===== src/rtl/segment_pkg.sv =====
// segment_pkg
// Shared constants and types for the segment sampler and its neighbours in
// the MCMC variable-update path.
//   - Segment type codes (EXPDOWN, EXPUP, UNIFORM; code 0 is invalid).
//   - Variable range limits MINIMUM_VARIABLE / MAXIMUM_VARIABLE.
//   - LFSR taps and LFSR reset value.
//   - Sampler FSM state enum.
//   - Helpers for span and rejection-mask computation.
package segment_pkg;

  localparam logic [1:0] SEG_INVALID = 2'd0;
  localparam logic [1:0] EXPDOWN     = 2'd1;
  localparam logic [1:0] EXPUP       = 2'd2;
  localparam logic [1:0] UNIFORM     = 2'd3;

  localparam logic signed [7:0] MINIMUM_VARIABLE = 8'sh80;  // -128
  localparam logic signed [7:0] MAXIMUM_VARIABLE = 8'sh7F;  //  127

  localparam logic [7:0] LFSR_TAPS  = 8'hB8;
  localparam logic [7:0] LFSR_RESET = 8'h01;

  // Number of rejected uniform draws after which the sampler gives up
  // rejecting (only used when the retry limit is compiled in).
  localparam logic [3:0] RETRY_LAST = 4'd15;

  typedef enum logic [1:0] {
    IDLE = 2'd0,
    UNIF = 2'd1,
    WALK = 2'd2
  } sampler_state_t;

  // Distance to - from as an unsigned 9-bit value. Both bounds are sign
  // extended first, so any legal segment (from <= to) yields 0..255.
  function automatic logic [8:0] segment_span(input logic signed [7:0] from,
                                              input logic signed [7:0] to);
    return {to[7], to} - {from[7], from};
  endfunction

  // Smallest 2^k-1 that is >= span: every bit at or below the highest set
  // bit of span is set. span 0 gives mask 0.
  function automatic logic [7:0] span_mask(input logic [8:0] span);
    logic [7:0] m;
    m = '0;
    for (int i = 0; i < 8; i++) begin
      if ((span >> i) != 9'd0) m[i] = 1'b1;
    end
    return m;
  endfunction

endpackage


===== src/rtl/segment_sampler_if.sv =====
// segment_sampler_if
// Request/result bundle between a segment requester (master) and the
// sampler (slave).
//   in_seed_load / in_seed   : synchronous LFSR reload, wins over in_start.
//   in_start                 : request strobe with in_segment_type/from/to.
//   out_busy                 : sampler is drawing.
//   out_valid                : one-cycle result pulse with out_value/out_error.
//
// Handshake: a request is accepted on any rising edge where in_start=1,
// in_seed_load=0 and out_busy=0; the segment fields are captured on that
// edge only and may change afterwards. out_busy is high from the cycle
// after accept until the result cycle, in which out_busy=0 and
// out_valid=1, so a new request may be presented in the result cycle.
// in_start while out_busy=1 is ignored, not queued. out_error and
// out_value are meaningful only while out_valid=1; out_value is held
// between results.
interface segment_sampler_if;
  logic              in_seed_load;
  logic [7:0]        in_seed;
  logic              in_start;
  logic [1:0]        in_segment_type;
  logic signed [7:0] in_segment_from;
  logic signed [7:0] in_segment_to;
  logic              out_busy;
  logic              out_valid;
  logic signed [7:0] out_value;
  logic              out_error;

  modport master (
    output in_seed_load, in_seed, in_start,
           in_segment_type, in_segment_from, in_segment_to,
    input  out_busy, out_valid, out_value, out_error
  );

  modport slave (
    input  in_seed_load, in_seed, in_start,
           in_segment_type, in_segment_from, in_segment_to,
    output out_busy, out_valid, out_value, out_error
  );
endinterface


===== src/rtl/segment_sampler_lfsr8.sv =====
// lfsr8
// 8-bit Galois LFSR (taps 8'hB8, right shift), reusable by other random
// choice blocks.
//   in_clock    : clock, rising edge.
//   in_reset_n  : asynchronous active-low reset, state -> 8'h01.
//   in_load     : load in_seed (8'h00 is replaced by 8'h01); wins over step.
//   in_seed     : seed value.
//   in_step     : advance one step.
//   out_state   : current state, never zero.
module lfsr8 import segment_pkg::*; (
  input  logic       in_clock,
  input  logic       in_reset_n,
  input  logic       in_load,
  input  logic [7:0] in_seed,
  input  logic       in_step,
  output logic [7:0] out_state
);

  logic [7:0] state_q;

  always_ff @(posedge in_clock or negedge in_reset_n) begin
    if (!in_reset_n) begin
      state_q <= LFSR_RESET;
    end else if (in_load) begin
      // All-zero is the lock-up state of the LFSR, so it is never loaded.
      state_q <= (in_seed == 8'h00) ? 8'h01 : in_seed;
    end else if (in_step) begin
      state_q <= state_q[0] ? ((state_q >> 1) ^ LFSR_TAPS) : (state_q >> 1);
    end
  end

  assign out_state = state_q;

endmodule


===== src/rtl/segment_sampler.sv =====
// segment_sampler
// Draws one signed 8-bit value from a segment {type, from, to}.
//   UNIFORM         : bounded-mask rejection sampling, one draw per cycle.
//   EXPDOWN / EXPUP : truncated geometric walk, one LFSR bit per cycle,
//                     moving away from 'from' (EXPDOWN) or 'to' (EXPUP).
// Ports:
//   in_clock, in_reset_n : clock and asynchronous active-low reset.
//   sampler              : segment_sampler_if.slave (request/result bundle).
//   out_state            : current FSM state, for debug and checkers.
// Optional feature: define SEGMENT_SAMPLER_RETRY_LIMIT_EN to bound uniform
// rejection at 16 draws; on the 16th rejection the result is from+(r>>1).
module segment_sampler import segment_pkg::*; (
  input  logic                     in_clock,
  input  logic                     in_reset_n,
  segment_sampler_if.slave         sampler,
  output sampler_state_t           out_state
);

  sampler_state_t    state_q, state_d;
  logic signed [7:0] from_q, from_d;
  logic signed [7:0] to_q, to_d;
  logic [8:0]        span_q, span_d;
  logic [7:0]        mask_q, mask_d;
  logic signed [7:0] acc_q, acc_d;
  logic              walk_up_q, walk_up_d;
  logic signed [7:0] value_q, value_d;
  logic              valid_q, valid_d;
  logic              error_q, error_d;
`ifdef SEGMENT_SAMPLER_RETRY_LIMIT_EN
  logic [3:0]        retry_q, retry_d;
`endif

  logic [7:0]        lfsr;
  logic              draw;
  logic              accept;
  logic [8:0]        req_span;
  logic              req_bad;
  logic [7:0]        unif_r;
  logic              unif_hit;
  logic signed [7:0] walk_end;

  // The LFSR only moves on draw cycles, so an idle sampler (and an error
  // request) leaves the sequence untouched.
  assign draw = (state_q != IDLE);

  lfsr8 u_lfsr (
    .in_clock   (in_clock),
    .in_reset_n (in_reset_n),
    .in_load    (sampler.in_seed_load),
    .in_seed    (sampler.in_seed),
    .in_step    (draw),
    .out_state  (lfsr)
  );

  assign accept   = sampler.in_start && !sampler.in_seed_load && (state_q == IDLE);
  assign req_span = segment_span(sampler.in_segment_from, sampler.in_segment_to);
  assign req_bad  = (sampler.in_segment_type == SEG_INVALID) ||
                    (sampler.in_segment_from > sampler.in_segment_to);

  assign unif_r   = lfsr & mask_q;
  assign unif_hit = ({1'b0, unif_r} <= span_q);

  // EXPDOWN walks up from 'from' and stops at 'to'; EXPUP walks down from
  // 'to' and stops at 'from'.
  assign walk_end = walk_up_q ? to_q : from_q;

  always_ff @(posedge in_clock or negedge in_reset_n) begin
    if (!in_reset_n) begin
      state_q   <= IDLE;
      from_q    <= '0;
      to_q      <= '0;
      span_q    <= '0;
      mask_q    <= '0;
      acc_q     <= '0;
      walk_up_q <= 1'b0;
      value_q   <= '0;
      valid_q   <= 1'b0;
      error_q   <= 1'b0;
`ifdef SEGMENT_SAMPLER_RETRY_LIMIT_EN
      retry_q   <= '0;
`endif
    end else begin
      state_q   <= state_d;
      from_q    <= from_d;
      to_q      <= to_d;
      span_q    <= span_d;
      mask_q    <= mask_d;
      acc_q     <= acc_d;
      walk_up_q <= walk_up_d;
      value_q   <= value_d;
      valid_q   <= valid_d;
      error_q   <= error_d;
`ifdef SEGMENT_SAMPLER_RETRY_LIMIT_EN
      retry_q   <= retry_d;
`endif
    end
  end

  always_comb begin
    state_d   = state_q;
    from_d    = from_q;
    to_d      = to_q;
    span_d    = span_q;
    mask_d    = mask_q;
    acc_d     = acc_q;
    walk_up_d = walk_up_q;
    value_d   = value_q;
    valid_d   = 1'b0;
    error_d   = 1'b0;
`ifdef SEGMENT_SAMPLER_RETRY_LIMIT_EN
    retry_d   = retry_q;
`endif

    case (state_q)
      IDLE: begin
        if (accept) begin
          from_d    = sampler.in_segment_from;
          to_d      = sampler.in_segment_to;
          span_d    = req_span;
          mask_d    = span_mask(req_span);
          walk_up_d = (sampler.in_segment_type == EXPDOWN);
          acc_d     = (sampler.in_segment_type == EXPUP) ? sampler.in_segment_to
                                                         : sampler.in_segment_from;
`ifdef SEGMENT_SAMPLER_RETRY_LIMIT_EN
          retry_d   = '0;
`endif
          if (req_bad) begin
            // Invalid requests answer next cycle without ever going busy.
            valid_d = 1'b1;
            error_d = 1'b1;
            value_d = sampler.in_segment_from;
          end else if (sampler.in_segment_type == UNIFORM) begin
            state_d = UNIF;
          end else begin
            state_d = WALK;
          end
        end
      end

      UNIF: begin
        if (unif_hit) begin
          // from + r stays inside [from, to], so 8-bit arithmetic cannot wrap.
          value_d = from_q + unif_r;
          valid_d = 1'b1;
          state_d = IDLE;
        end
`ifdef SEGMENT_SAMPLER_RETRY_LIMIT_EN
        else if (retry_q == RETRY_LAST) begin
          // A rejected r is at most mask, and mask>>1 <= span, so halving
          // the rejected draw always lands inside the segment.
          value_d = from_q + {1'b0, unif_r[7:1]};
          valid_d = 1'b1;
          state_d = IDLE;
        end else begin
          retry_d = retry_q + 4'd1;
        end
`endif
      end

      WALK: begin
        if (lfsr[0] && (acc_q != walk_end)) begin
          acc_d = walk_up_q ? (acc_q + 8'sd1) : (acc_q - 8'sd1);
        end else begin
          value_d = acc_q;
          valid_d = 1'b1;
          state_d = IDLE;
        end
      end

      default: begin
        state_d = IDLE;
      end
    endcase
  end

  assign sampler.out_busy  = (state_q != IDLE);
  assign sampler.out_valid = valid_q;
  assign sampler.out_value = value_q;
  assign sampler.out_error = error_q;
  assign out_state         = state_q;

endmodule


===== src/flat_wrapper.sv =====
// flat-port wrapper written by rule: the top's interface ports become plain ports
module segment_sampler_flat import segment_pkg::*;
  (in_clock, in_reset_n, out_state, sampler_in_seed_load, sampler_in_seed, sampler_in_start, sampler_in_segment_type, sampler_in_segment_from, sampler_in_segment_to, sampler_out_busy, sampler_out_valid, sampler_out_value, sampler_out_error);
  segment_sampler_if sampler_i ();
  input  logic in_clock;
  input  logic in_reset_n;
  output sampler_state_t out_state;
  input wire logic [$bits(sampler_i.in_seed_load)-1:0] sampler_in_seed_load;
  input wire logic [$bits(sampler_i.in_seed)-1:0] sampler_in_seed;
  input wire logic [$bits(sampler_i.in_start)-1:0] sampler_in_start;
  input wire logic [$bits(sampler_i.in_segment_type)-1:0] sampler_in_segment_type;
  input wire logic [$bits(sampler_i.in_segment_from)-1:0] sampler_in_segment_from;
  input wire logic [$bits(sampler_i.in_segment_to)-1:0] sampler_in_segment_to;
  output wire logic [$bits(sampler_i.out_busy)-1:0] sampler_out_busy;
  output wire logic [$bits(sampler_i.out_valid)-1:0] sampler_out_valid;
  output wire logic [$bits(sampler_i.out_value)-1:0] sampler_out_value;
  output wire logic [$bits(sampler_i.out_error)-1:0] sampler_out_error;
  assign sampler_i.in_seed_load = sampler_in_seed_load;
  assign sampler_i.in_seed = sampler_in_seed;
  assign sampler_i.in_start = sampler_in_start;
  assign sampler_i.in_segment_type = sampler_in_segment_type;
  assign sampler_i.in_segment_from = sampler_in_segment_from;
  assign sampler_i.in_segment_to = sampler_in_segment_to;
  assign sampler_out_busy = sampler_i.out_busy;
  assign sampler_out_valid = sampler_i.out_valid;
  assign sampler_out_value = sampler_i.out_value;
  assign sampler_out_error = sampler_i.out_error;
  segment_sampler u_core (.in_clock(in_clock), .in_reset_n(in_reset_n), .sampler(sampler_i), .out_state(out_state));
endmodule

===== config.mk =====
export PLATFORM = sky130hd
export DESIGN_NAME = segment_sampler_flat
export DESIGN_NICKNAME = d
export VERILOG_FILES = /design/src/rtl/segment_pkg.sv /design/src/rtl/segment_sampler_if.sv /design/src/rtl/segment_sampler_lfsr8.sv /design/src/rtl/segment_sampler.sv /design/src/flat_wrapper.sv
export SDC_FILE = /design/constraint.sdc
export NUM_CORES = 1
export LEC_CHECK = 0
export ABC_AREA = 1
export CAP_MARGIN = 20
export CORE_UTILIZATION = 55
export CTS_BUF_LIST = sky130_fd_sc_hd__clkbuf_16
export CTS_CLUSTER_DIAMETER = 150
export DETAILED_ROUTE_END_ITERATION = 8
export GPL_TIMING_DRIVEN = 0
export PLACE_DENSITY = 0.81
export SYNTH_ARGS = -nofsm -noshare
export SYNTH_HDL_FRONTEND = slang
export SYNTH_HIERARCHICAL = 1
export SYNTH_SLANG_ARGS = --single-unit

===== constraint.sdc =====
create_clock -name in_clock -period 2.6 [get_ports in_clock]
set_input_delay 0.65 -clock in_clock [delete_from_list [all_inputs] [get_ports in_clock]]
set_output_delay 0.65 -clock in_clock [all_outputs]
set_load 0.05 [all_outputs]

; ---- Yosys cells after proc, flatten, opt, wreduce, memory -nomap -nowiden
; Index checks and enable logic that the tools add are counted.
[totals]
reg_bits = 62
output_inout_bits = 13
elab_cells = 90
[classes]
order_cmp = 2
add_sub_neg = 4
reduce_logical = 24
mux = 35
n_eq_ne = 12
n_bitwise = 2
[ops]
columns = cell, count
row1 = $mux W8, 13
row2 = $reduce_bool A9 Y1, 8
row3 = $pmux W8 S3, 1
row4 = $pmux W8 S2, 1
row5 = $mux W1, 13
row6 = $mux W2, 5
row7 = $le A8 B9 Y1, 1
row8 = $sub A8 B8 Y9, 1
row9 = $add A8 B2 Y8 const B, 1
row10 = $add A8 B8 Y8, 1
row11 = $and A8 B8 Y8, 1
row12 = $gt A8 B8 Y1, 1
row13 = $logic_not A8 Y1, 1
row14 = $ne A2 B1 Y1 const B, 4
row15 = $ne A8 B8 Y1, 1
row16 = $sub A8 B2 Y8 const B, 1
row17 = $eq A2 B2 Y1 const B, 3
row18 = $pmux W2 S3, 1
row19 = $reduce_bool A2 Y1, 3
row20 = $reduce_and A5 Y1, 1
row21 = $eq A2 B1 Y1 const B, 2
row22 = $logic_not A2 Y1, 2
row23 = $ne A2 B2 Y1 const B, 2
row24 = $not A3 Y4, 1
row25 = other kinds (8), 10

; ---- Longest topological paths before layout
; Gate-level depths: netlist of run 1.
[depth]
depth_word = 5
mapped_depth = 15
ltp_nobuf = 15

; ---- Modules after synthesis
; The synthesis of run 1 kept the hierarchy.
[by_module_without_submodules]
columns = module, cells_each, n_inst, area_per_inst_um2
row1 = segment_sampler, 610, 1, 4152.7
row2 = lfsr8, 50, 1, 427.9

; ---- Worst setup path after synthesis of run 1
; OpenSTA, ideal clock, no wires.
[synth_timing]
path_type = register to register
start = register u_core.state_q[0] (netlist: u_core/out_state[0])
end = register u_core.acc_q[2]
arrival_ps = 2340
path_buffers = 1
setup_slack_ps = 138
setup_ps = 122
stages_incl_launch_ff = 10
period_less_slack_ps = 2462
cell_sequence = dfrtp_1 inv_1 ha_1 inv_1 a21oi_1 a21oi_1 nand2_4 buf_8 nand2_1 o21ai_2
[synth_between]
elab_chain_cells = 4
word_cells_on_any_way = 8
cone_classes = eq/ne (3) / mux (1) / reduce/logical (4)
[synth_lines]
columns = element, line
row1 = from (decl), segment_sampler.sv:19  ; sampler_state_t state_q, state_d;
row2 = from (signal assigned), segment_sampler.sv:83  ; state_q <= state_d;
row3 = $logic_not A2 Y1, "segment_sampler.sv:55, segment_sampler.sv:114"
row4 = $logic_and A1 B1 Y1, segment_sampler.sv:55  ; assign accept = sampler.in_start && !sampler.in_seed_load && (state_q == IDLE);
row5 = $ne A2 B1 Y1 (no source line), -
row6 = $reduce_and A3 Y1 (no source line), -
row7 = to (signal assigned), segment_sampler.sv:74  ; acc_q <= '0;
row8 = to (signal assigned), segment_sampler.sv:88  ; acc_q <= acc_d;
row9 = to (decl), segment_sampler.sv:24  ; logic signed [7:0] acc_q, acc_d;
; Parallel ways exist; a longest one is shown, timed or not.
; A chain may end at the register's enable or synchronous reset.

; ---- Final worst setup path of run 1
[layout_timing]
start = input sampler_in_segment_from[6]
end = register u_core.value_q[0] (netlist: u_core/sampler.out_value[0])
[layout_between]
elab_chain_cells = 4
[layout_lines]
columns = element, line
row1 = from (decl), flat_wrapper.sv:12  ; input wire logic [$bits(sampler_i.in_segment_from)-1:0] sampler_in_segment_from;
row2 = $gt A8 B8 Y1, segment_sampler.sv:58  ; (sampler.in_segment_from > sampler.in_segment_to);
row3 = $logic_or A1 B1 Y1, segment_sampler.sv:57  ; assign req_bad = (sampler.in_segment_type == SEG_INVALID) ||
row4 = $ne A2 B1 Y1 (no source line), -
row5 = $reduce_and A5 Y1 (no source line), -
row6 = to (signal assigned), segment_sampler.sv:90  ; value_q <= value_d;
row7 = to (decl), segment_sampler.sv:26  ; logic signed [7:0] value_q, value_d;
; Every way passes these cells.

==> out/metrics.csv, run 1 <==
metric;value;unit
status;complete, no violations;
Post-Synth Simple-Gate Area;0.321;
Die W;93.3;µm
clock sinks;62;
CP peak stage delay;500;ps
Syn-to-layout area delta;21.8;%
sequential fraction of the synthesis area;0.339;
cell taking the most area after synthesis;dfrtp_1;
Mapped Nets;726;
skew final;4.23;ps
crit end category;flop;
Cell variety after synth;39;
fraction of synthesized area in multiplexers;0.00219;
critical path type;input pin to flop;
Yosys warning total;6;
IO buf count;42;
Die Span Y;93.3;µm
number of flops mapped to enable cells by yosys;0;
delay-heaviest family, CP;buffers and inverters;
prevailing post-synth register cell;dfrtp_1;
met1 usage;0.442;
die footprint;8700;µm²
Final TNS setup;0;ps
largest net degree at the start of global routing;39;
final setup fails;0;
Reg clk slew, reported paths;50;ps
Core Area;7890;µm²
CP bufs+invs;4;
post-synthesis adder-cell area fraction;0.103;
CTS Buf Count;9;
syn_area_per_cell;6.94;µm²
fin crit period;2520;ps
vias post-DR;4780;
largest cells by area after synthesis;dfrtp_1, nand2_1, ha_1;
Post-Syn Instances;660;
complex-gate fraction of the synthesized area;0.119;
Highest Clock Rate;397;MHz
post-route cell area;5580;µm²
Cell Area, Placed;5140;µm²
startpoint types;input pin;
maximum VDD drop;854;µV
Initial DRC Count;452;
vias per inst;5.79;
Least-Margin Pin Slew;879;ps
Net count, final;784;
maxcap violations;0;
Worst slew margin;0.414;
TritonRoute pass-1 iters;5;
worst path required time;2820;ps
hpwl dp;10000;µm
Slew Viols, Final;0;
met3 GRT Util;0.0553;
Final GP Congestion;0.951;
met2 usage;0.521;
fin cells;825;
final hold violation count;0;
crit path max fanout;8;
GR Util All Layers;0.328;
Most common cell on crit path;nand2_1;
synthesis-stage register bit count;62;
XOR/XNOR Fraction of Synth Area;0.0210;
I/O Pins;43;
final period utilization;0.970;
overall power;0.00734;W
Initial Util;0.581;
diode count;0;
Pwr Density;1320;nW/µm²
worst-path cell chain;clkdlybuf4s50_1 -> inv_1 -> ha_4 -> nand2_1 -> inv_1 -> a21oi_2 -> nand3_1 -> nand3_1 -> nand2_2 -> clkinvlp_4 -> nand3_4 -> nand2_1 -> nand2_1;
CTS hold repair buffers;0;
clk buf depth;2;
clk_lat worst skew;330;ps
# H-tree levels;3;
Crit-path slowest cell;clkdlybuf4s50_1;
number of global-route vias before repair;4617;
leakage power;2.92;nW
share of the synthesized area in the top cell type;0.333;
final wirelength;13600;µm
share of cells above drive strength 1;0.0858;
post-route ant nets;0;
largest family of logic cells by synthesized area;simple AND/OR/NAND/NOR gates;
first-pass GRT wire length;21800;µm
Placed Cells;805;
most common cell after layout, fill and taps aside;nand2_1;
busiest grt layer;met2;
Clock Tree Root;clkbuf_16;
cell area after synthesis;4580;µm²
Post-synth ARST share;1.00;
drc violations;0;
most frequent cells in the layout;nand2_1, inv_1, dfrtp_1;
Hold Crit Class;input pin to async pin;
row count;32;
initial antenna violation count;0;
CTS tree;done;
Worst EP arrival;2740;ps
grt total ovfl;0;
average routed wire per standard cell;16.5;µm
-- worst paths after layout --
path / start / to / slack, ps / cells after the start
worst max-delay path: sampler_in_segment_from[6] / u_core/sampler.out_value[0] / 80 / 13
worst min-delay path: in_reset_n / u_core/u_lfsr/out_state[1] / 450 / 1
worst max register to register: u_core/u_lfsr/out_state[6] / u_core/sampler.out_value[2] / 330 / 11
worst min register to register: u_core/sampler.out_value[3] / u_core/sampler.out_value[3] / 480 / 2
max in group asynchronous: in_reset_n / u_core/acc_q[2] / 1520 / 2
min in group in_clock: u_core/sampler.out_value[3] / u_core/sampler.out_value[3] / 480 / 2
-- where the power goes --
group          switching, W  internal (W)
clock              0.000427      0.000726
combinational       0.00278       0.00157
sequential         0.000412       0.00143
total               0.00362       0.00372
-- synthesized netlist by cell type, types with 2 or more instances --
master,n
dfrtp_1,61
clkbuf_1,12
a21o_1,2
nand3_1,38
o21ai_1,2
a21oi_1,33
buf_4,2
a31oi_1,3
a22oi_1,7
inv_2,4
nand2_2,2
fa_1,3
nor3_1,4
nand2_4,2
nand4_1,15
xor2_1,5
clkinv_1,2
nand2_1,247
ha_1,33
o21ai_0,39
nand3b_1,11
o21ai_2,2
o211ai_1,3
xnor2_1,6
inv_1,83
buf_6,2
nor2_1,25
-- registers in the layout, indices dropped and copies added, names as in the netlist --
register                  count
u_core/span_q                 9
u_core/acc_q                  8
u_core/from_q                 8
u_core/mask_q                 8
u_core/sampler.out_value      8
u_core/to_q                   8
u_core/u_lfsr/out_state       8
u_core/out_state              2
u_core/sampler.out_error      1
u_core/sampler.out_valid      1
u_core/walk_up_q              1
-- metal layers --
| layer | share of wire | vias up | wire [µm] |
|---|---|---|---|
| li1 | - | 2240 | - |
| met1 | 0.42 | 2236 | 5760 |
| met2 | 0.46 | 260 | 6280 |
| met3 | 0.086 | 44 | 1170 |
| met4 | 0.027 | 0 | 363 |
| met5 | 0 | - | 0 |
-- layout make-up --
class / count / area (µm²)
plain buffers: 17 / 97.6
inverters: 89 / 338
flip-flops and latches: 62 / 1550
repair buffers: 46 / 454
repair inverters: 1 / 5.00
clock buffers: 9 / 225
multi-input cells: 492 / 2720
well taps: 102 / 128
clock inverters: 7 / 56.3
fillers: 617 / 2310
-- logic make-up after synthesis --
group	count (synthesis)
mux	1
flops	62
xor+xnor	11
compound gates	97
simple gates	347
fa+ha+maj	36
buf+inv	106
-- timing repair --
action	CTS	global route
setup endpoints to repair	15	17
pin swaps	3	5
setup buffers	1	2
resized for setup	10	22
gates cloned	0	1
-- through the flow --
stage          hold WS [ps]   util  worst slack (ps)
2_1_floorplan           354      -               138
3_3_place_gp            462  0.650             -1160
3_5_place_dp            464  0.652              -588
4_1_cts                 477  0.693              10.7
5_1_grt                 496  0.707             -37.7
6_report                445  0.707              78.0
Power figures use the tool's default switching activity.
==> inputs of run 2 (changes only) <==
--- a/config.mk
+++ b/config.mk
@@ -17,3 +17,2 @@
 export SYNTH_HDL_FRONTEND = slang
-export SYNTH_HIERARCHICAL = 1
 export SYNTH_SLANG_ARGS = --single-unit
==> constraint.sdc (replaced) <==
create_clock -name in_clock -period 2.6 [get_ports in_clock]
set_input_delay 0.52 -clock in_clock [delete_from_list [all_inputs] [get_ports in_clock]]
set_output_delay 0.52 -clock in_clock [all_outputs]
set_load 0.05 [all_outputs]
==> run 2 against run 1 <==
Net effect: wire length fell by 7.0%; register-to-register slack improved by 40 ps; global-route usage fell by 0.76 points; first-iteration DRC count fell by 24%; hold slack got worse by 200 ps; clock-buffer cell count did not move.
==> out/metrics.csv, run 2 <==
metric;value;unit;change
largest net degree at the start of global routing;33;;was 39
CTS Buf Count;9;;unchanged
largest cells by area after synthesis;dfrtp_1, nand2_1, ha_1;;unchanged
Reg clk slew, reported paths;60;ps;was 50 ps
sequential fraction of the synthesis area;0.349;;was 0.339
number of flops mapped to enable cells by yosys;0;;unchanged
Core Area;7770;µm²;was 7890 µm²
worst path required time;2820;ps;about the same
syn_area_per_cell;7.20;µm²;was 6.94 µm²
maxcap violations;0;;unchanged
Syn-to-layout area delta;20.6;%;was 21.8%
Post-synth ARST share;1.00;;unchanged
cell taking the most area after synthesis;dfrtp_1;;unchanged
fillers;645;;was 617
Final TNS setup;0;ps;unchanged
grt total ovfl;0;;unchanged
Pwr Density;1340;nW/µm²;was 1320 nW/µm²
Worst Setup Slack, final;180;ps;was 78.0 ps
vias post-DR;4427;;was 4780
number of global-route vias before repair;4354;;was 4617
internal power;0.00364;W;was 0.00372 W
share of cells above drive strength 1;0.0854;;was 0.0858
delay-heaviest family, CP;simple AND/OR/NAND/NOR gates;;was buffers and inverters
Yosys warning total;0;;was 6
leakage power;2.77;nW;was 2.92 nW
clock sinks;62;;unchanged
hpwl dp;9390;µm;was 10000 µm
Slew Viols, Final;0;;unchanged
cell area after synthesis;4450;µm²;was 4580 µm²
Initial DRC Count;345;;was 452
final setup fails;0;;unchanged
WP depth;11;;was 13
most frequent cells in the layout;nand2_1, inv_1, dfrtp_1;;unchanged
utilization after layout;0.692;;was 0.707
crit end category;flop;;unchanged
Mapped Nets;685;;was 726
Die Span Y;92.0;µm;was 93.3 µm
sw power;0.00353;W;was 0.00362 W
most common cell after layout, fill and taps aside;nand2_1;;unchanged
Seq pwr share;0.251;;about the same
CP bufs+invs;1;;was 4
Clk network pwr share;0.165;;was 0.157
skew final;8.65;ps;was 4.23 ps
Crit-path slowest cell;clkdlybuf4s50_1;;unchanged
average routed wire per standard cell;16.2;µm;was 16.5 µm
IO buf count;42;;unchanged
clk_lat worst skew;330;ps;about the same
Largest Register;u_core.span_q;;was u_core/span_q
row count;32;;unchanged
worst slack, placed;-453;ps;was -588 ps
startpoint types;input pin;;unchanged
Clock Tree Root;clkbuf_16;;unchanged
Comb pwr share;0.584;;was 0.592
TritonRoute pass-1 iters;4;;was 5
most frequent cell after synthesis;nand2_1;;unchanged
post-route ant nets;0;;unchanged
Cell variety after synth;38;;was 39
Worst EP arrival;2640;ps;was 2740 ps
CP peak stage delay;460;ps;was 500 ps
switching share of power;0.492;;was 0.493
# H-tree levels;3;;unchanged
diode count;0;;unchanged
Largest register FFs;9;;unchanged
final hold violation count;0;;unchanged
worst-path cell chain;clkdlybuf4s50_1 -> ha_2 -> fa_2 -> nand3b_1 -> nand2_2 -> a21oi_2 -> xor2_1 -> nor2_1 -> nand2_1 -> o21ai_1 -> nand2_1;;was clkdlybuf4s50_1 -> inv_1 -> ha_4 -> nand2_1 -> inv_1 -> a21oi_2 -> nand3_1 -> nand3_1 -> nand2_2 -> clkinvlp_4 -> nand3_4 -> nand2_1 -> nand2_1
prevailing post-synth register cell;dfrtp_1;;unchanged
Initial Util;0.573;;was 0.581
CTS hold repair buffers;0;;unchanged
critical path type;input pin to flop;;unchanged
GR Util All Layers;0.320;;was 0.328
status;complete, no violations;;unchanged
Reg2Reg Depth;6;;was 11
clk buf depth;2;;unchanged
Die W;92.0;µm;was 93.3 µm
crit path max fanout;3;;was 8
unrepaired setup endpoints after global routing;no;;
die footprint;8460;µm²;was 8700 µm²
Most common cell on crit path;nand2_1;;unchanged
Least-Margin Pin Slew;792;ps;was 879 ps
Highest Clock Rate;413;MHz;was 397 MHz
fin crit period;2420;ps;was 2520 ps
Hold Crit Class;input pin to async pin;;unchanged
Final GP Congestion;0.920;;was 0.951
vias per inst;5.67;;was 5.79
drc violations;0;;unchanged
Net count, final;741;;was 784
first-pass GRT wire length;21000;µm;was 21800 µm
Synth top cells by count;nand2_1, inv_1, dfrtp_1;;unchanged
initial antenna violation count;0;;unchanged
Post-Syn Instances;619;;was 660
final period utilization;0.931;;was 0.970
Worst slew margin;0.470;;was 0.414
synthesis-stage register bit count;62;;unchanged
share of the synthesized area in the top cell type;0.343;;was 0.333
final wirelength;12600;µm;was 13600 µm
I/O Pins;43;;unchanged
CTS tree;done;;unchanged
maximum VDD drop;994;µV;was 854 µV
[run 2: cell types whose count changed after synthesis, sizes merged, moves of 3 or more]
cell    change
nand2      -33
o21ai      +12
nand3       -8
inv         -7
nand4       -6
clkbuf      -5
a21oi       -4
a21o        +3
nand3b      -3
[run 2: final cells by class]
type / count / area [µm²] / share of cell area
clock inverters: 6 / 63.8 / 0.0119
multi-input cells: 463 / 2570 / 0.478
clock buffers: 9 / 225 / 0.0419
repair buffers: 46 / 459 / 0.0855
inverters: 80 / 300 / 0.0559
flip-flops and latches: 62 / 1550 / 0.289
well taps: 102 / 128 / 0.0238
plain buffers: 13 / 75.1 / 0.0140
[run 2: stage by stage]
step	instance area, µm²	total power (W)	hold slack, ps	cells
2_1_floorplan	4450	0.00471	224	619
3_3_place_gp	5000	0.00568	455	763
4_1_cts	5320	0.00706	273	780
3_5_place_dp	5020	0.00583	458	764
5_1_grt	5370	0.00774	312	781
6_report	5370	0.00718	245	781
[run 2: per-layer routing]
metal,up-vias,track usage,share of wire
met5,-,0,0
met4,0,0.167,0.040
met3,47,0.0589,0.081
met2,198,0.488,0.43
met1,2062,0.433,0.44
li1,2120,-,-
[run 2: power by group through the flow]
stage	Sequential (W)	Combinational [W]	Clock, W
5_1_grt	0.00185	0.00467	0.00121
6_report	0.00180	0.00419	0.00118
2_1_floorplan	0.00195	0.00276	0
4_1_cts	0.00178	0.00410	0.00118
3_3_place_gp	0.00177	0.00391	0
3_5_place_dp	0.00178	0.00405	0
[run 2: final timing paths]
| check | startpoint | to | slack, ps |
|---|---|---|---|
| max in group asynchronous | in_reset_n | u_core.from_q[6] | 1730 |
| min reg2reg | u_core.to_q[4] | u_core.to_q[4] | 470 |
| min in group in_clock | u_core.to_q[4] | u_core.to_q[4] | 470 |
| max reg2reg | u_core.out_state[0] | u_core.to_q[2] | 370 |
| max | sampler_in_segment_from[0] | u_core.mask_q[5] | 180 |
| min | in_reset_n | u_core.u_lfsr.out_state[6] | 240 |
[run 2: timing repair]
action                     4_1_cts  5_1_grt
gates resized for setup          3       12
buffers inserted                 1        2
setup endpoints to repair        6       17
pin swaps                        0        6
[run 2: logic make-up after synthesis]
| logic type | count (synthesis) | share of synthesized area |
|---|---|---|
| and+or+nand+nor | 301 | 0.288 |
| AOI/OAI and AO/OA | 112 | 0.144 |
| buffers and inverters | 94 | 0.0851 |
| DFF | 62 | 0.349 |
| adders and majority gates | 36 | 0.106 |
| xor gates and xnor gates | 14 | 0.0275 |
==> inputs of run 3 (changes only) <==
- CORE_MARGIN: not set -> 2
- CORE_UTILIZATION: 55 -> 45
- PLACE_DENSITY: 0.81 -> 0.69
==> run 3 against run 2 <==
Net effect: clock power is 8% higher; clock skew is 1.6 ps lower; first-iteration DRC count is 27% lower; total power hardly changed; sequential share of layout area is 0.074 points lower; combinational power is 2% lower; non-clock buffer count is 3 lower; maximum frequency is 1.4% lower; final area is 0.26% higher; sequential cell count stayed put; utilization is 14 points lower.
==> out/metrics.csv, run 3 (synthesis gave the netlist of run 2 again) <==
metric;value;unit;change
vias post-DR;4301;;was 4427
worst path required time;2820;ps;about the same
Slew Viols, Final;0;;unchanged
crit path max fanout;3;;unchanged
Clk network pwr share;0.178;;was 0.165
sw power;0.00345;W;was 0.00353 W
RR Endpoint;u_core.sampler.out_value[4];;was u_core.to_q[2]
CTS Buf Count;9;;unchanged
row count;36;;was 32
most common cell after layout, fill and taps aside;nand2_1;;unchanged
WHS;273;ps;was 245 ps
final wirelength;12500;µm;was 12600 µm
Reg2Reg Depth;12;;was 6
Highest Clock Rate;408;MHz;was 413 MHz
# H-tree levels;3;;unchanged
Clock Tree Root;clkbuf_16;;unchanged
post-route ant nets;0;;unchanged
Syn-to-layout area delta;20.9;%;was 20.6%
post-route cell area;5390;µm²;was 5370 µm²
skew final;7.01;ps;was 8.65 ps
flop2flop setup slack;260;ps;was 370 ps
fin crit period;2450;ps;was 2420 ps
Pwr Density;1330;nW/µm²;was 1340 nW/µm²
Reg clk slew, reported paths;50;ps;was 60 ps
first-pass GRT wire length;20500;µm;was 21000 µm
Placed Cells;794;;was 764
TritonRoute pass-1 iters;5;;was 4
overall power;0.00718;W;about the same
largest net degree at the start of global routing;63;;was 33
Initial DRC Count;252;;was 345
GR Util All Layers;0.251;;was 0.320
startpoint types;input pin;;unchanged
CTS tree;done;;unchanged
clock sinks;62;;unchanged
die footprint;10700;µm²;was 8460 µm²
Seq pwr share;0.252;;was 0.251
internal power;0.00373;W;was 0.00364 W
vias per inst;5.31;;was 5.67
final setup fails;0;;unchanged
Worst slew margin;0.465;;was 0.470
Core Area;9680;µm²;was 7770 µm²
Worst EP arrival;2670;ps;was 2640 ps
maxcap violations;0;;unchanged
final period utilization;0.944;;was 0.931
share of cells above drive strength 1;0.0798;;was 0.0854
IO buf count;42;;unchanged
Die Span Y;103;µm;was 92.0 µm
Comb pwr share;0.570;;was 0.584
crit end category;flop;;unchanged
maximum VDD drop;797;µV;was 994 µV
origin of the critical flop-to-flop path;u_core.u_lfsr.out_state[0];;was u_core.out_state[0]
switching share of power;0.480;;was 0.492
Hold Crit Class;input pin to async pin;;unchanged
crit path to;u_core.mask_q[5];;unchanged
grt total ovfl;0;;unchanged
critical path type;input pin to flop;;unchanged
Largest register FFs;9;;unchanged
Largest Register;u_core.span_q;;unchanged
final hold violation count;0;;unchanged
number of global-route vias before repair;4175;;was 4354
fin cells;810;;was 781
drc violations;0;;unchanged
Net count, final;738;;was 741
hpwl dp;9480;µm;was 9390 µm
most frequent cells in the layout;nand2_1, inv_1, dfrtp_1;;unchanged
unrepaired setup endpoints after global routing;no;;unchanged
I/O Pins;43;;unchanged
Final GP Congestion;0.956;;was 0.920
initial antenna violation count;0;;unchanged
Die W;103;µm;was 92.0 µm
Least-Margin Pin Slew;803;ps;was 792 ps
leakage power;2.77;nW;about the same
status;complete, no violations;;unchanged
CTS hold repair buffers;0;;unchanged
diode count;0;;unchanged
Initial Util;0.460;;was 0.573
clk_lat worst skew;330;ps;about the same
Setup crit start;sampler_in_segment_to[0];;was sampler_in_segment_from[0]
Cell Area, Placed;5040;µm²;was 5020 µm²
clk buf depth;2;;unchanged
average routed wire per standard cell;15.4;µm;was 16.2 µm
run 3: layout make-up:
class | count | area [µm²]
Inverter | 80 | 300
Buffer | 13 | 75.1
Tap cell | 133 | 166
Multi-Input combinational cell | 463 | 2550
Clock buffer | 9 | 225
Fill cell | 956 | 4300
Timing Repair Buffer | 43 | 424
Sequential cell | 62 | 1550
Clock inverter | 7 | 90.1
run 3: critical path: stages:
cell and delay [ps]:
clkdlybuf4s50_1 490, inv_1 70, ha_2 210, fa_2 360, nand3b_1 180, nand2_2 110
a21oi_2 90, o21ai_1 120, nand2_1 120, inv_2 100, nand2_1 90, o21ai_1 130
nand2_1 70
run 3: metal layers:
metal / GRT usage / wire [µm] / share of wire / up-vias
li1: - / - / - / 2117
met1: 0.342 / 5740 / 0.46 / 1991
met2: 0.411 / 5690 / 0.46 / 166
met3: 0.0363 / 799 / 0.064 / 27
met4: 0.0830 / 229 / 0.018 / 0
met5: 0 / 0 / 0 / -
run 3: worst min-delay path by stage:
| stage | slack [ps] | start | cells after the start | to |
|---|---|---|---|---|
| floorplan | 220 | in_reset_n | 0 | u_core.acc_q[0] |
| global placement | 470 | u_core.mask_q[2] | 2 | u_core.mask_q[2] |
| detailed placement | 470 | u_core.sampler.out_value[0] | 2 | u_core.sampler.out_value[0] |
| CTS | 310 | in_reset_n | 1 | u_core.u_lfsr.out_state[4] |
| global route | 350 | in_reset_n | 1 | u_core.u_lfsr.out_state[4] |
| finish | 270 | in_reset_n | 1 | u_core.u_lfsr.out_state[4] |
run 3: power by group through the flow:
stage          Combinational [W]  Clock (W)  Sequential [W]
2_1_floorplan            0.00276          0         0.00195
3_3_place_gp             0.00392          0         0.00179
3_5_place_dp             0.00401          0         0.00180
4_1_cts                  0.00405    0.00130         0.00179
5_1_grt                  0.00461    0.00134         0.00186
6_report                 0.00409    0.00128         0.00181
run 3: metrics by stage:
| step | setup slack (ps) | util | TNS (ps) |
|---|---|---|---|
| after floorplan | 391 | - | 0 |
| after global placement | -1100 | 0.521 | -70950 |
| after detailed placement | -464 | 0.520 | -4480 |
| after CTS | 25.4 | 0.555 | 0 |
| after global routing | 11.4 | 0.556 | 0 |
| final | 147 | 0.556 | 0 |
run 3: what timing repair did:
action                     4_1_cts  5_1_grt
setup buffers                    1        0
pin swaps                        1        3
gates resized for setup          5        8
setup endpoints to repair        7       12
